File: config.mk
export PLATFORM = sky130hd
export DESIGN_NAME = rv_boot_ctrl
export DESIGN_NICKNAME = d
export VERILOG_FILES = /design/src/rtl/rv_pl_pkg.sv /design/src/rtl/rv_boot_ctrl.sv
export SDC_FILE = /design/constraint.sdc
export NUM_CORES = 1
export LEC_CHECK = 0
export ABC_AREA = 1
export ABC_CLOCK_PERIOD_IN_PS = 3000
export BUFFER_PORTS_ARGS = -buffer_cell sky130_fd_sc_hd__buf_2
export CORE_MARGIN = 2
export CORE_UTILIZATION = 55
export DETAILED_ROUTE_END_ITERATION = 6
export PLACE_DENSITY = 0.83
export SYNTH_ARGS = -nofsm -noshare
export SYNTH_HDL_FRONTEND = slang
export SYNTH_SLANG_ARGS = --single-unit
export TNS_END_PERCENT = 10
File: constraint.sdc
create_clock -name clk -period 3 [get_ports clk]
set_input_delay 0.3 -clock clk [delete_from_list [all_inputs] [get_ports clk]]
set_output_delay 0.3 -clock clk [all_outputs]
set_load 0.005 [all_outputs]
File: src/rtl/rv_pl_pkg.sv
// Shared definitions for the rv_pl core and its boot/run sequencer.
package rv_pl_pkg;

   typedef enum logic [2:0] {
      ST_IDLE    = 3'd0,
      ST_LOAD    = 3'd1,
      ST_RELEASE = 3'd2,
      ST_RUN     = 3'd3,
      ST_DONE    = 3'd4
   } boot_state_e;

   localparam logic [31:0] HALT_ADDR_DEFAULT = 32'hFFFF_FFF0;

endpackage

File: src/rtl/rv_boot_ctrl.sv
// Boot and run sequencer for rv_pl: streams a program into IMEM, releases the
// core, and watches the memory stage for the halt store.
//
// state   | meaning
// IDLE    | after reset, core held in reset, waiting for start_load
// LOAD    | accepting program words and writing them to IMEM
// RELEASE | core reset held for RST_HOLD cycles while the last write settles
// RUN     | core running, cycle counter active, halt/abort/timeout watched
// DONE    | core held in reset, status frozen until start_load or start_run
module rv_boot_ctrl
   import rv_pl_pkg::*;
#(
   parameter int          IMEM_WORDS = 1024,
   parameter int          AW         = $clog2(IMEM_WORDS),
   parameter logic [31:0] HALT_ADDR  = HALT_ADDR_DEFAULT,
   parameter logic [31:0] TIMEOUT    = 32'd0,
   parameter int          RST_HOLD   = 4
) (
   input  logic          clk,
   input  logic          rst_n,
   input  logic          start_load,
   input  logic          start_run,
   input  logic          abort,
   input  logic          ld_valid,
   output logic          ld_ready,
   input  logic [31:0]   ld_data,
   input  logic          ld_last,
   output logic          imem_we,
   output logic [AW-1:0] imem_addr,
   output logic [31:0]   imem_wdata,
   output logic          core_rst_n,
   input  logic          M_MemWrite,
   input  logic [31:0]   M_ALUResult,
   input  logic [31:0]   M_WriteData,
   output logic          busy,
   output logic          done,
   output logic          timeout,
   output logic          aborted,
   output logic          load_trunc,
   output logic [31:0]   exit_code,
   output logic [31:0]   cycle_count,
   output logic [AW:0]   words_loaded
);

   localparam logic [AW:0] WORDS_MAX  = (AW+1)'(IMEM_WORDS);
   localparam logic [AW:0] WORDS_LAST = (AW+1)'(IMEM_WORDS - 1);
   localparam logic [AW:0] WORDS_ONE  = (AW+1)'(1);
   localparam logic [7:0]  HOLD_INIT  = 8'(RST_HOLD - 1);

   boot_state_e state_q, state_d;

   logic [7:0]    hold_q, hold_d;
   logic          imem_we_d;
   logic [AW-1:0] imem_addr_d;
   logic [31:0]   imem_wdata_d;
   logic [AW:0]   words_d;
   logic [31:0]   cycle_d;
   logic [31:0]   exit_d;
   logic          done_d, timeout_d, aborted_d, trunc_d;

   logic xfer, last_slot, halt_hit, timeout_hit;

   // ready depends only on state and count, never on ld_valid
   assign ld_ready    = (state_q == ST_LOAD) && (words_loaded < WORDS_MAX);
   assign xfer        = ld_valid && ld_ready;
   assign last_slot   = (words_loaded == WORDS_LAST);
   assign halt_hit    = M_MemWrite && (M_ALUResult == HALT_ADDR);
   assign timeout_hit = (TIMEOUT != 32'd0) && (cycle_count == TIMEOUT - 32'd1);

   always_ff @(posedge clk or negedge rst_n) begin
      if (!rst_n) begin
         state_q      <= ST_IDLE;
         hold_q       <= 8'd0;
         imem_we      <= 1'b0;
         imem_addr    <= '0;
         imem_wdata   <= 32'd0;
         words_loaded <= '0;
         cycle_count  <= 32'd0;
         exit_code    <= 32'd0;
         done         <= 1'b0;
         timeout      <= 1'b0;
         aborted      <= 1'b0;
         load_trunc   <= 1'b0;
         core_rst_n   <= 1'b0;
         busy         <= 1'b0;
      end else begin
         state_q      <= state_d;
         hold_q       <= hold_d;
         imem_we      <= imem_we_d;
         imem_addr    <= imem_addr_d;
         imem_wdata   <= imem_wdata_d;
         words_loaded <= words_d;
         cycle_count  <= cycle_d;
         exit_code    <= exit_d;
         done         <= done_d;
         timeout      <= timeout_d;
         aborted      <= aborted_d;
         load_trunc   <= trunc_d;
         core_rst_n   <= (state_d == ST_RUN);
         busy         <= (state_d == ST_LOAD) || (state_d == ST_RELEASE) ||
                         (state_d == ST_RUN);
      end
   end

   always_comb begin
      state_d = state_q;
      unique case (state_q)
         ST_IDLE: begin
            if (start_load) state_d = ST_LOAD;
         end
         ST_LOAD: begin
            if (xfer && (ld_last || last_slot)) state_d = ST_RELEASE;
         end
         ST_RELEASE: begin
            if (hold_q == 8'd0) state_d = ST_RUN;
         end
         ST_RUN: begin
            if (halt_hit || abort || timeout_hit) state_d = ST_DONE;
         end
         ST_DONE: begin
            if (start_load)     state_d = ST_LOAD;
            else if (start_run) state_d = ST_RELEASE;
         end
         default: state_d = ST_IDLE;
      endcase
   end

   always_comb begin
      hold_d       = hold_q;
      imem_we_d    = 1'b0;
      imem_addr_d  = imem_addr;
      imem_wdata_d = imem_wdata;
      words_d      = words_loaded;
      cycle_d      = cycle_count;
      exit_d       = exit_code;
      done_d       = done;
      timeout_d    = timeout;
      aborted_d    = aborted;
      trunc_d      = load_trunc;
      unique case (state_q)
         ST_IDLE, ST_DONE: begin
            if (start_load) begin
               words_d   = '0;
               done_d    = 1'b0;
               timeout_d = 1'b0;
               aborted_d = 1'b0;
               trunc_d   = 1'b0;
            end else if ((state_q == ST_DONE) && start_run) begin
               // rerun keeps the image, words_loaded and load_trunc
               hold_d    = HOLD_INIT;
               exit_d    = 32'd0;
               done_d    = 1'b0;
               timeout_d = 1'b0;
               aborted_d = 1'b0;
            end
         end
         ST_LOAD: begin
            if (xfer) begin
               imem_we_d    = 1'b1;
               imem_addr_d  = words_loaded[AW-1:0];
               imem_wdata_d = ld_data;
               words_d      = words_loaded + WORDS_ONE;
               hold_d       = HOLD_INIT;
               if (!ld_last && last_slot) trunc_d = 1'b1;
            end
         end
         ST_RELEASE: begin
            if (hold_q == 8'd0) cycle_d = 32'd0;
            else                hold_d  = hold_q - 8'd1;
         end
         ST_RUN: begin
            if (cycle_count != 32'hFFFF_FFFF) cycle_d = cycle_count + 32'd1;
            if (halt_hit) begin
               exit_d = M_WriteData;
               done_d = 1'b1;
            end else if (abort) begin
               aborted_d = 1'b1;
            end else if (timeout_hit) begin
               timeout_d = 1'b1;
            end
         end
         default: ;
      endcase
   end

endmodule

==> results by group, run 1 <==
Detailed routing
  • 1st-pass router iterations: 5
  • Starting DRT DRC Count: 673
  • Antenna-violating nets left: 0
  • Vias: between 7k and 8k
  • DRT Wirelength: about 18000 um
  • WL/cell: 13.5 um
  • Detailed-route vias per instance: approximately 5.1
  • DRC: 0

Status
  • Status: complete, no violations

Synthesis
  • Synth cell types: 38
  • Ranking of synthesized cells by area: dfrtp_1, nand2_1, nor2_1
  • Synth Instances: 959
  • Number of flops mapped to enable cells by yosys: 0
  • Async SR Flop Fraction: 1.00
  • Seq/Total Area, Yosys: 0.477
  • Cell Area, Synth: around 7000 um^2
  • Main synth FF type: dfrtp_1
  • Post-synthesis area per instance: between 7 and 8 um^2
  • Synth Warn #: 0
  • Biggest area consumer among synthesized cells: dfrtp_1
  • Mapped Nets: 1066
  • Synth Register Bits: 134
  • Synth top area share: 0.477

Global route
  • GR Util All Layers: 0.282
  • Total gr overflow: 0
  • Vias in the first global route: 6666
  • Largest net degree at the start of global routing: 64
  • Initial antenna violation count: 0
  • Global-route wire length before repair: 30400 um

Place
  • Dpl ws: 795 ps
  • Port Buffers: between 200 and 250
  • Gpl congestion: 0.887
  • Dpl hpwl: 13100 um

Cells and area
  • Post-layout util: 0.707
  • Flip-flop and latch area: 3350 um^2
  • Fillcell total: 1058
  • Final #Nets: 1289
  • Area of the multi-input gates: 3130 um^2
  • Fraction of layout cells with a size suffix above 1: 0.244
  • P&R area growth vs syn: 26.4%
  • Inserted Diodes: 0

STA
  • Highest Clock Rate: 0.445 GHz
  • Clk_skew: 7.13 ps
  • Period utilization: 0.750
  • RSZ-0062 raised after global routing: false
  • Slew margin rel.: 0.608
  • Worst hold margin: about 70 ps
  • Tmin final: 2250 ps
  • Fin. max-slew vios: 0
  • Setup Viol. Count Final: 0
  • Fin Setup TNS: 0 ps
  • Slew @ Worst Pin: slightly below 600 ps
  • Fin. Hold Viols: 0
  • PnR worst setup slack: 750 ps

Worst setup path
  • Worst setup SP type: flop
  • Required @ worst endpoint: 3290 ps
  • Max FO, Critical Path: 30
  • Crit-path max cell delay: 460 ps
  • CP Capture Type: flop
  • Worst R2R Path Depth: 11
  • Slowest-stage cell, CP: dfrtp_1
  • Worst-path cell chain: ha_1 > nand2_2 > nor2_4 > nand2_2 > nor2_2 > nand2_1 > nand2_2 > nand2_4 > clkinv_2 > nand2_1 > o21ai_1
  • Most frequent CP cell: nand2_2
  • Worst EP arrival: 2540 ps
  • Worst Setup Path Type: flop to flop

Clock tree
  • CTS clk-pin slew, worst paths: 60 ps
  • Total clock sinks: 134
  • TritonCTS clock tree: done
  • Clk Latency, worst-skew pair: around 420 ps
  • Post-CTS Setup Bufs: 0
  • Num CTS Buffers: 17
  • CTS Buffer Depth: 2
  • H-Tree Depth: 4
  • Root buffer cell: clkbuf_16

Worst hold path
  • Hold path cells: 3
  • HP Class: primary input to flop

Power and ir drop
  • VDD IR-drop max: a little over 500 uV
  • Leakage: 4.89 nW
  • Total power: 7.01 mW
  • PD cells: around 790 nW/um^2

Floorplan
  • Ports: 229
  • Die area: 13700 um^2
  • Row count: 41
  • Core area: 12600 um^2
  • Die Wd: 117 um
  • Vert. Die Dim: 117 um
  • Initial Util: 0.559

Flow run
  • Maxcap violations: 0
synth_stat cells (2+ instances only):
master / instances
buf_4: 6
buf_6: 5
nand2_1: 357
buf_2: 7
nand2_4: 3
dfrtp_1: 134
o22ai_1: 2
nor2_4: 3
inv_2: 5
o21ai_1: 28
nor2_2: 4
ha_1: 3
inv_1: 92
buf_1: 2
nand3_1: 82
nand3_2: 2
clkbuf_1: 11
a21oi_1: 6
o21ai_0: 30
nor2_1: 116
xor2_1: 16
nand4_1: 18
nand2_2: 4
xnor2_1: 4
nor3_1: 6
critical path: cells and delay by family (launching register included):
family                   cells  cell delay [ps]
AND/OR/NAND/NOR              8              890
flip-flops                   1              460
buffers and inverters        1              370
adder cells (fa/ha/maj)      1              310
AO/OA/AOI/OAI                1               90
placed cells by master, fill, tap and decap left out, drive strengths merged, types with 4 or more instances in the layout:
master	count
buf	234
nor2	123
a21oi	7
xor2	16
clkinv	7
nand2	364
o21ai	58
xnor2	4
nor3	8
dfrtp	134
inv	97
nand4	19
nand3	84
clkbuf	20
metal layers:
metal  global-route usage  up-vias  wire [um]
met1                0.355     3272       7600
met5                    0        -          0
met3               0.0788       33       1370
met2                0.471      260       9160
met4               0.0965        0        271
li1                     -     3451          -
per-stage QoR:
step	std cells	instance area, um^2
finish	1367	8890
global route	1367	8890
CTS	1367	8890
detailed placement	1334	8280
global placement	1334	8280
floorplan	959	7030
path summary, 6_finish.rpt:
kind	from	to	slack (ps)
max	cycle_count[0]	cycle_count[14]	750
min	ld_data[3]	imem_wdata[3]	70
max reg2reg	cycle_count[0]	cycle_count[14]	750
min reg2reg	exit_code[14]	exit_code[14]	460
max in group asynchronous	rst_n	imem_wdata[16]	1760
min in group asynchronous	rst_n	cycle_count[31]	430
kinds of logic (layout without fill, tap and decap cells):
logic type	after synthesis	in the layout	synth area share
and+or+nand+nor	599	599	0.357
DFF	134	134	0.477
buffers and inverters	129	365	0.0788
AOI/OAI and AO/OA	73	73	0.0564
xor gates and xnor gates	20	20	0.0249
adders and majority gates	3	3	0.00534
other	1	1	0.000533
report_power, final:
part	switching (mW)	internal [mW]	total, mW
Sequential	0.332	2.30	2.63
Combinational	1.49	0.792	2.28
Clock	0.770	1.33	2.10
area by class of cell:
cell class                      count  share of cell area
Inverter                           98              0.0415
Tap cell                          172              0.0242
Sequential cell                   134               0.377
Timing Repair Buffer              235               0.137
Clock inverter                     12              0.0173
Multi-Input combinational cell    696               0.352
Clock buffer                       20              0.0503
registers in the layout, indices dropped and copies added, names as in the netlist:
signal and count:
cycle_count 32, imem_addr 10, words_loaded 11, imem_wdata 32, load_trunc 1, imem_we 1, exit_code 32, hold_q 8
core_rst_n 1, done 1, busy 1, aborted 1, state_q 3
what timing repair did:
item | 4_1_cts | 5_1_grt
hold buffers | 1 | 0
resized for setup | 0 | 0
endpoints found under the hold margin | 61 | 0
(Power assumes the default switching activity.)
==> run 2: changes to the inputs <==
--- a/config.mk
+++ b/config.mk
@@ -6,12 +6,12 @@
 export NUM_CORES = 1
 export LEC_CHECK = 0
 export ABC_AREA = 1
-export ABC_CLOCK_PERIOD_IN_PS = 3000
+export ABC_CLOCK_PERIOD_IN_PS = 1900
 export BUFFER_PORTS_ARGS = -buffer_cell sky130_fd_sc_hd__buf_2
 export CORE_MARGIN = 2
-export CORE_UTILIZATION = 55
+export CORE_UTILIZATION = 46
 export DETAILED_ROUTE_END_ITERATION = 6
-export PLACE_DENSITY = 0.83
+export PLACE_DENSITY = 0.73
 export SYNTH_ARGS = -nofsm -noshare
 export SYNTH_HDL_FRONTEND = slang
 export SYNTH_SLANG_ARGS = --single-unit
==> constraint.sdc (replaced) <==
create_clock -name clk -period 1.9 [get_ports clk]
set_input_delay 0.19 -clock clk [delete_from_list [all_inputs] [get_ports clk]]
set_output_delay 0.19 -clock clk [all_outputs]
set_load 0.005 [all_outputs]
==> run 2 against run 1 <==
Effect of this change: clock skew about the same; routed wire length up 9.5%; non-clock buffer count up 66; final cell count up 6.0%; critical path type is now flop to primary output.
==> results by group, run 2 (synthesis results as in run 1) <==
Status
  • Status: complete, no violations

Cells and area
  • Inserted Diodes: 0 (unchanged)
  • Final #Nets: 1355 (+5.1%)
  • Largest regs: cycle_count x32, exit_code x32, imem_wdata x32
  • Most common cell after layout, fill and taps aside: nand2_1
  • Fillcell total: 1337 (+26%)
  • Final std cells w/o fill: 1449 (+6.0%)
  • Cell area after layout: 9490 um^2 (+6.8%)
  • P&R area growth vs syn: 35.0%
  • Fraction of layout cells with a size suffix above 1: 0.260 (+0.0158)
  • Most frequent cells in the layout: nand2_1, buf_2, dfrtp_1
  • Post-layout util: 0.629 (-0.0780)

Global route
  • Vias in the first global route: 6912 (+3.7%)
  • Total gr overflow: 0 (unchanged)
  • GRT met3 Usage: 0.0582 (-0.0206)
  • GR Layer Usage met2: 0.415 (-0.0559)
  • Largest net degree at the start of global routing: 54 (-16%)
  • GR Util All Layers: 0.249 (-0.0332)
  • GRT met1 Usage: 0.316 (-0.0388)
  • Initial antenna violation count: 0 (unchanged)
  • Global-route wire length before repair: 32600 um (+7.2%)
  • Most Crowded Layer GR: met2

Worst hold path
  • Hold path cells: 3 (unchanged)
  • HP Class: primary input to flop
  • Worst Hold End: state_q[2]
  • Hold Crit Start: abort

Worst setup path
  • Worst-path cell chain: inv_2 > nand3_2 > nor2_4 > buf_2
  • Max FO, Critical Path: 6 (-80%)
  • Crit-path max cell delay: 480 ps (+20 ps)
  • Slowest-stage cell, CP: dfrtp_1
  • Required @ worst endpoint: 1710 ps (-1580 ps)
  • CP delay by family, top: flip-flops
  • Worst R2R Path Depth: 7 (-4)
  • Reg2reg setup slack: 200 ps (-550 ps)
  • Critical path buffer and inverter count: 2 (+1)
  • FF-to-FF Start: state_q[0]
  • Worst Setup Path Type: flop to primary output
  • Worst EP arrival: 1530 ps (-1010 ps)
  • CP Capture Type: primary output
  • Worst setup SP type: flop
  • FF-to-FF End: exit_code[31]

STA
  • Clk_skew: 7.23 ps (+0.0936 ps)
  • Worst hold margin: 30.5 ps (-39.8 ps)
  • Fin Setup TNS: 0 ps (unchanged)
  • Period utilization: 0.907
  • Tmin final: 1720 ps
  • Highest Clock Rate: 0.580 GHz
  • RSZ-0062 raised after global routing: false
  • Fin. Hold Viols: 0 (unchanged)
  • Fin. max-slew vios: 0 (unchanged)
  • Setup Viol. Count Final: 0 (unchanged)

Power and ir drop
  • Psw: 4.46 mW (+72%)
  • VDD IR-drop max: 770 uV (+51%)
  • PD cells: 1210 nW/um^2 (+54%)
  • Cell-internal power: 7.06 mW (+60%)
  • Switching part of the total power: 0.387 (+0.0179)
  • Power share of the combinational group: 0.364 (+0.039)
  • Share of total power in the clock network: 0.279 (-0.020)
  • Seq pwr share: 0.357 (-0.019)
  • Leakage: 5.20 nW (+6.3%)

Clock tree
  • Total clock sinks: 134 (unchanged)
  • Num CTS Buffers: 17 (unchanged)
  • TritonCTS clock tree: done
  • H-Tree Depth: 4 (unchanged)
  • CTS Buffer Depth: 2 (unchanged)
  • CTS clk-pin slew, worst paths: 60 ps (about the same)
  • Clk Latency, worst-skew pair: 420 ps (about the same)
  • Root buffer cell: clkbuf_16

Detailed routing
  • Starting DRT DRC Count: 376 (-44%)
  • DRC: 0 (unchanged)
  • WL/cell: 13.9 um (+3.3%)
  • Detailed-route vias per instance: 4.99 (-2.8%)
  • Antenna-violating nets left: 0 (unchanged)
  • DRT Wirelength: 20200 um (+9.5%)
  • Vias: 7232 (+3.1%)
  • 1st-pass router iterations: 5 (unchanged)

Place
  • Gpl congestion: 0.917 (+3.4%)
  • Dpl hpwl: 13900 um (+6.2%)
  • Port Buffers: 227 (unchanged)
  • Post-DP Area: 8540 um^2 (+3.2%)
  • Cell count after placement: 1381 (+3.5%)

Floorplan
  • Row count: 45 (+9.8%)
  • Initial Util: 0.466 (-0.0935)
  • Die Wd: 128 um (+9.0%)
  • Ports: 229 (unchanged)
  • Die area: 16300 um^2 (+19%)
  • Core area: 15100 um^2 (+20%)
  • Vert. Die Dim: 128 um (+9.0%)

Flow run
  • Maxcap violations: 0 (unchanged)
run 2: cell types whose count changed in the layout (fill, tap and decap cells not counted), moves of 2 or more:
cell / delta
buf_12: +2
clkinv_2: -2
clkbuf_1: -2
dlygate4sd3_1: +32
bufinv_16: -2
buf_4: +31
inv_6: +6
run 2: worst max path at each step:
stage                              start         endpoint  depth (start not counted)
after floorplan           cycle_count[0]  cycle_count[15]                         11
after global placement    cycle_count[0]  cycle_count[31]                         11
after detailed placement  cycle_count[0]  cycle_count[27]                         11
after CTS                 cycle_count[0]  cycle_count[27]                         11
after global routing      cycle_count[0]   cycle_count[4]                         10
final                         state_q[2]         ld_ready                          4
run 2: power by group through the flow:
| stage | logic [mW] | clock network, mW | registers [mW] |
|---|---|---|---|
| global placement | 3.88 | 0 | 4.12 |
| detailed placement | 3.98 | 0 | 4.11 |
| finish | 4.20 | 3.21 | 4.11 |
| global route | 4.70 | 3.39 | 4.20 |
| CTS | 4.04 | 3.25 | 4.10 |
| floorplan | 2.22 | 0 | 4.19 |
run 2: cell type report:
| type | count | area, um^2 | area share |
|---|---|---|---|
| flip-flops and latches | 134 | 3350 | 0.353 |
| multi-input cells | 696 | 3140 | 0.331 |
| repair buffers | 301 | 1820 | 0.192 |
| clock buffers | 17 | 425 | 0.0448 |
| inverters | 98 | 373 | 0.0393 |
| well taps | 188 | 235 | 0.0248 |
| clock inverters | 15 | 144 | 0.0152 |
run 2: worst register-to-register path: stages (launching register included):
cell and delay [ps]:
dfrtp_1 450, nand2_1 150, nor2_4 200, nand4_2 140, nand2_2 260, nand2_8 210
nand2_1 130, nand2_1 50
run 2: per-stage QoR:
stage	setup slack (ps)	power, mW
after floorplan	119	6.41
after global placement	116	8.00
after detailed placement	59.3	8.10
after CTS	46.4	11.4
after global routing	14.9	12.3
final	177	11.5
run 2: metal layers:
| layer | wire length [um] | vias up |
|---|---|---|
| met5 | 0 | - |
| met4 | 487 | 0 |
| met3 | 1220 | 46 |
| met2 | 9810 | 245 |
| met1 | 8640 | 3357 |
| li1 | - | 3584 |
run 2: timing repair:
item                                    4_1_cts  5_1_grt
hold buffers                                 33        0
resized for setup                             0        5
endpoints found under the setup margin        0       31
setup buffers                                 0        3
endpoints found under the hold margin        68        0
==> run 3: changes to the inputs <==
--- a/config.mk
+++ b/config.mk
@@ -9,9 +9,11 @@
 export ABC_CLOCK_PERIOD_IN_PS = 1900
 export BUFFER_PORTS_ARGS = -buffer_cell sky130_fd_sc_hd__buf_2
 export CORE_MARGIN = 2
-export CORE_UTILIZATION = 46
+export CORE_UTILIZATION = 48
+export CTS_BUF_LIST = sky130_fd_sc_hd__clkbuf_8
 export DETAILED_ROUTE_END_ITERATION = 6
-export PLACE_DENSITY = 0.73
+export PLACE_DENSITY = 0.76
+export REMOVE_ABC_BUFFERS = 1
 export SYNTH_ARGS = -nofsm -noshare
 export SYNTH_HDL_FRONTEND = slang
 export SYNTH_SLANG_ARGS = --single-unit
==> run 3 against run 2 <==
Effect of this change: the run now ends with DRC left; non-clock buffer count rose by 5; count of clock-buffer cells in the layout rose by 3; sequential share of layout area rose by 0.33 points; first-iteration DRC count rose by 21%; power fell by 6.6%; maximum frequency fell by 1.7%; clock skew rose by 5.3 ps; clock power fell by 23%; flip-flop and latch count did not move; critical path type is now flop to flop; design area fell by 0.92%; sequential power barely moved; die area fell by 4.0%.
==> results by group, run 3 (synthesis results as in run 1) <==
Worst setup path
  • Max FO, Critical Path: 10 (+4)
  • Worst EP arrival: 2090 ps (+560 ps)
  • FF-to-FF End: cycle_count[15]
  • Required @ worst endpoint: 2230 ps (+520 ps)
  • Reg2reg setup slack: 150 ps (-50 ps)
  • Worst Setup Path Type: flop to flop
  • CP Capture Type: flop
  • Crit path to: cycle_count[15]
  • FF-to-FF Start: cycle_count[0]
  • Worst setup SP type: flop
  • Worst R2R Path Depth: 11 (+4)
  • Critical Path Source: cycle_count[0]

Place
  • Port Buffers: 227 (unchanged)
  • Gpl congestion: 0.889 (-3.1%)
  • Post-DP Area: 8600 um^2 (+0.64%)
  • Cell count after placement: 1380 (-0.072%)
  • Dpl hpwl: 13900 um (-0.17%)
  • Dpl ws: -69.4 ps (-129 ps)

Power and ir drop
  • PD cells: 1140 nW/um^2 (-5.7%)
  • Seq pwr share: 0.380 (+0.023)
  • Power share of the combinational group: 0.389 (+0.025)
  • Leakage: 5.16 nW (-0.68%)
  • Psw: 4.21 mW (-5.6%)
  • Share of total power in the clock network: 0.230 (-0.049)
  • Cell-internal power: 6.55 mW (-7.3%)
  • Switching part of the total power: 0.392 (+0.00423)
  • Total power: 10.8 mW (-6.6%)
  • VDD IR-drop max: 683 uV (-11%)

STA
  • RSZ-0062 raised after global routing: false
  • Fin. Hold Viols: 0 (unchanged)
  • Fin. max-slew vios: 0 (unchanged)
  • Clk_skew: 12.5 ps (+5.29 ps)
  • Fin Setup TNS: 0 ps (unchanged)
  • PnR worst setup slack: 147 ps (-29.8 ps)
  • Highest Clock Rate: 0.570 GHz (-1.7%)
  • Tmin final: 1750 ps (+29.8 ps)
  • Setup Viol. Count Final: 0 (unchanged)
  • Period utilization: 0.923 (+0.0157)
  • Worst hold margin: 62.0 ps (+31.5 ps)

Global route
  • Global-route wire length before repair: 33200 um (+1.8%)
  • Largest net degree at the start of global routing: 54 (unchanged)
  • Vias in the first global route: 6971 (+0.85%)
  • Total gr overflow: 0 (unchanged)
  • GR Util All Layers: 0.258 (+0.00942)
  • Initial antenna violation count: 0 (unchanged)

Cells and area
  • Final #Nets: 1360 (+0.37%)
  • Post-layout util: 0.652 (+0.0230)
  • Fraction of layout cells with a size suffix above 1: 0.261 (+0.00134)
  • P&R area growth vs syn: 33.7%
  • Most frequent cells in the layout: nand2_1, buf_2, dfrtp_1
  • Final std cells w/o fill: 1450 (+0.069%)
  • Largest regs: cycle_count x32, exit_code x32, imem_wdata x32
  • Cell area after layout: 9400 um^2 (-0.92%)
  • Inserted Diodes: 0 (unchanged)
  • Most common cell after layout, fill and taps aside: nand2_1

Detailed routing
  • Antenna-violating nets left: 0 (unchanged)
  • DRT Wirelength: 20000 um (-0.82%)
  • Detailed-route vias per instance: 5.03 (+0.83%)
  • DRC: 1 (+1)
  • Vias: 7297 (+0.90%)
  • 1st-pass router iterations: 7 (+2)
  • WL/cell: 13.8 um (-0.89%)
  • Starting DRT DRC Count: 454 (+21%)

Floorplan
  • Die area: 15600 um^2 (-4.0%)
  • Row count: 44 (-2.2%)
  • Core area: 14400 um^2 (-4.4%)
  • Initial Util: 0.488 (+0.0215)
  • Ports: 229 (unchanged)
  • Die Wd: 125 um (-2.0%)
  • Vert. Die Dim: 125 um (-2.0%)

Worst hold path
  • HP Class: primary input to flop

Clock tree
  • H-Tree Depth: 4 (unchanged)
  • Root buffer cell: clkbuf_8
  • CTS clk-pin slew, worst paths: 80 ps (+20 ps)
  • CTS Buffer Depth: 2 (unchanged)
  • Total clock sinks: 134 (unchanged)
  • Num CTS Buffers: 17 (unchanged)
  • TritonCTS clock tree: done
  • Clk Latency, worst-skew pair: 440 ps (+20 ps)

Status
  • Failing checks: DRC
  • Status: complete, but fails checks

Flow run
  • Maxcap violations: 0 (unchanged)
-- run 3: area by class of cell --
cell class,count,area (um^2)
clock buffers,20,275
clock inverters,12,141
fillers,1227,5020
inverters,98,375
multi-input cells,696,3130
flip-flops and latches,134,3350
well taps,184,230
repair buffers,306,1900
-- run 3: repair_timing --
item	4_1_cts	5_1_grt
setup buffers	0	3
setup endpoints to repair	21	15
hold endpoints to repair	77	0
pin swaps	0	1
gates resized for setup	1	1
hold buffers	35	0
-- run 3: worst min-delay path by stage --
stage / start / to / slack (ps) / cells past startpoint
final: M_WriteData[30] / exit_code[30] / 60 / 5
after global routing: M_WriteData[19] / exit_code[19] / 30 / 5
after CTS: M_WriteData[30] / exit_code[30] / 40 / 5
after detailed placement: rst_n / imem_addr[0] / 140 / 1
after global placement: rst_n / imem_addr[0] / 140 / 1
after floorplan: rst_n / aborted / -110 / 0
-- run 3: metal layers --
metal  GRT usage  wire length (um)
met2       0.426              9620
met5           0                 0
met4      0.0667               297
met3      0.0663              1350
met1       0.342              8720
-- run 3: power by group through the flow --
stage,Sequential (mW),Clock (mW),Combinational (mW)
3_5_place_dp,4.10,0,4.00
4_1_cts,4.08,2.53,4.07
6_report,4.09,2.48,4.19
2_1_floorplan,4.19,0,1.92
5_1_grt,4.19,2.67,4.68
3_3_place_gp,4.10,0,3.90
-- run 3: worst max-delay path: stages, from the launching register on --
cell and delay, ps:
dfrtp_1 350, ha_1 180, nand2_2 90, nor2_4 120, nand2_2 90, nor2_2 140
nand2_1 120, nand2_2 100, nand2_4 100, buf_4 200, nand3_1 100, nand2_1 50
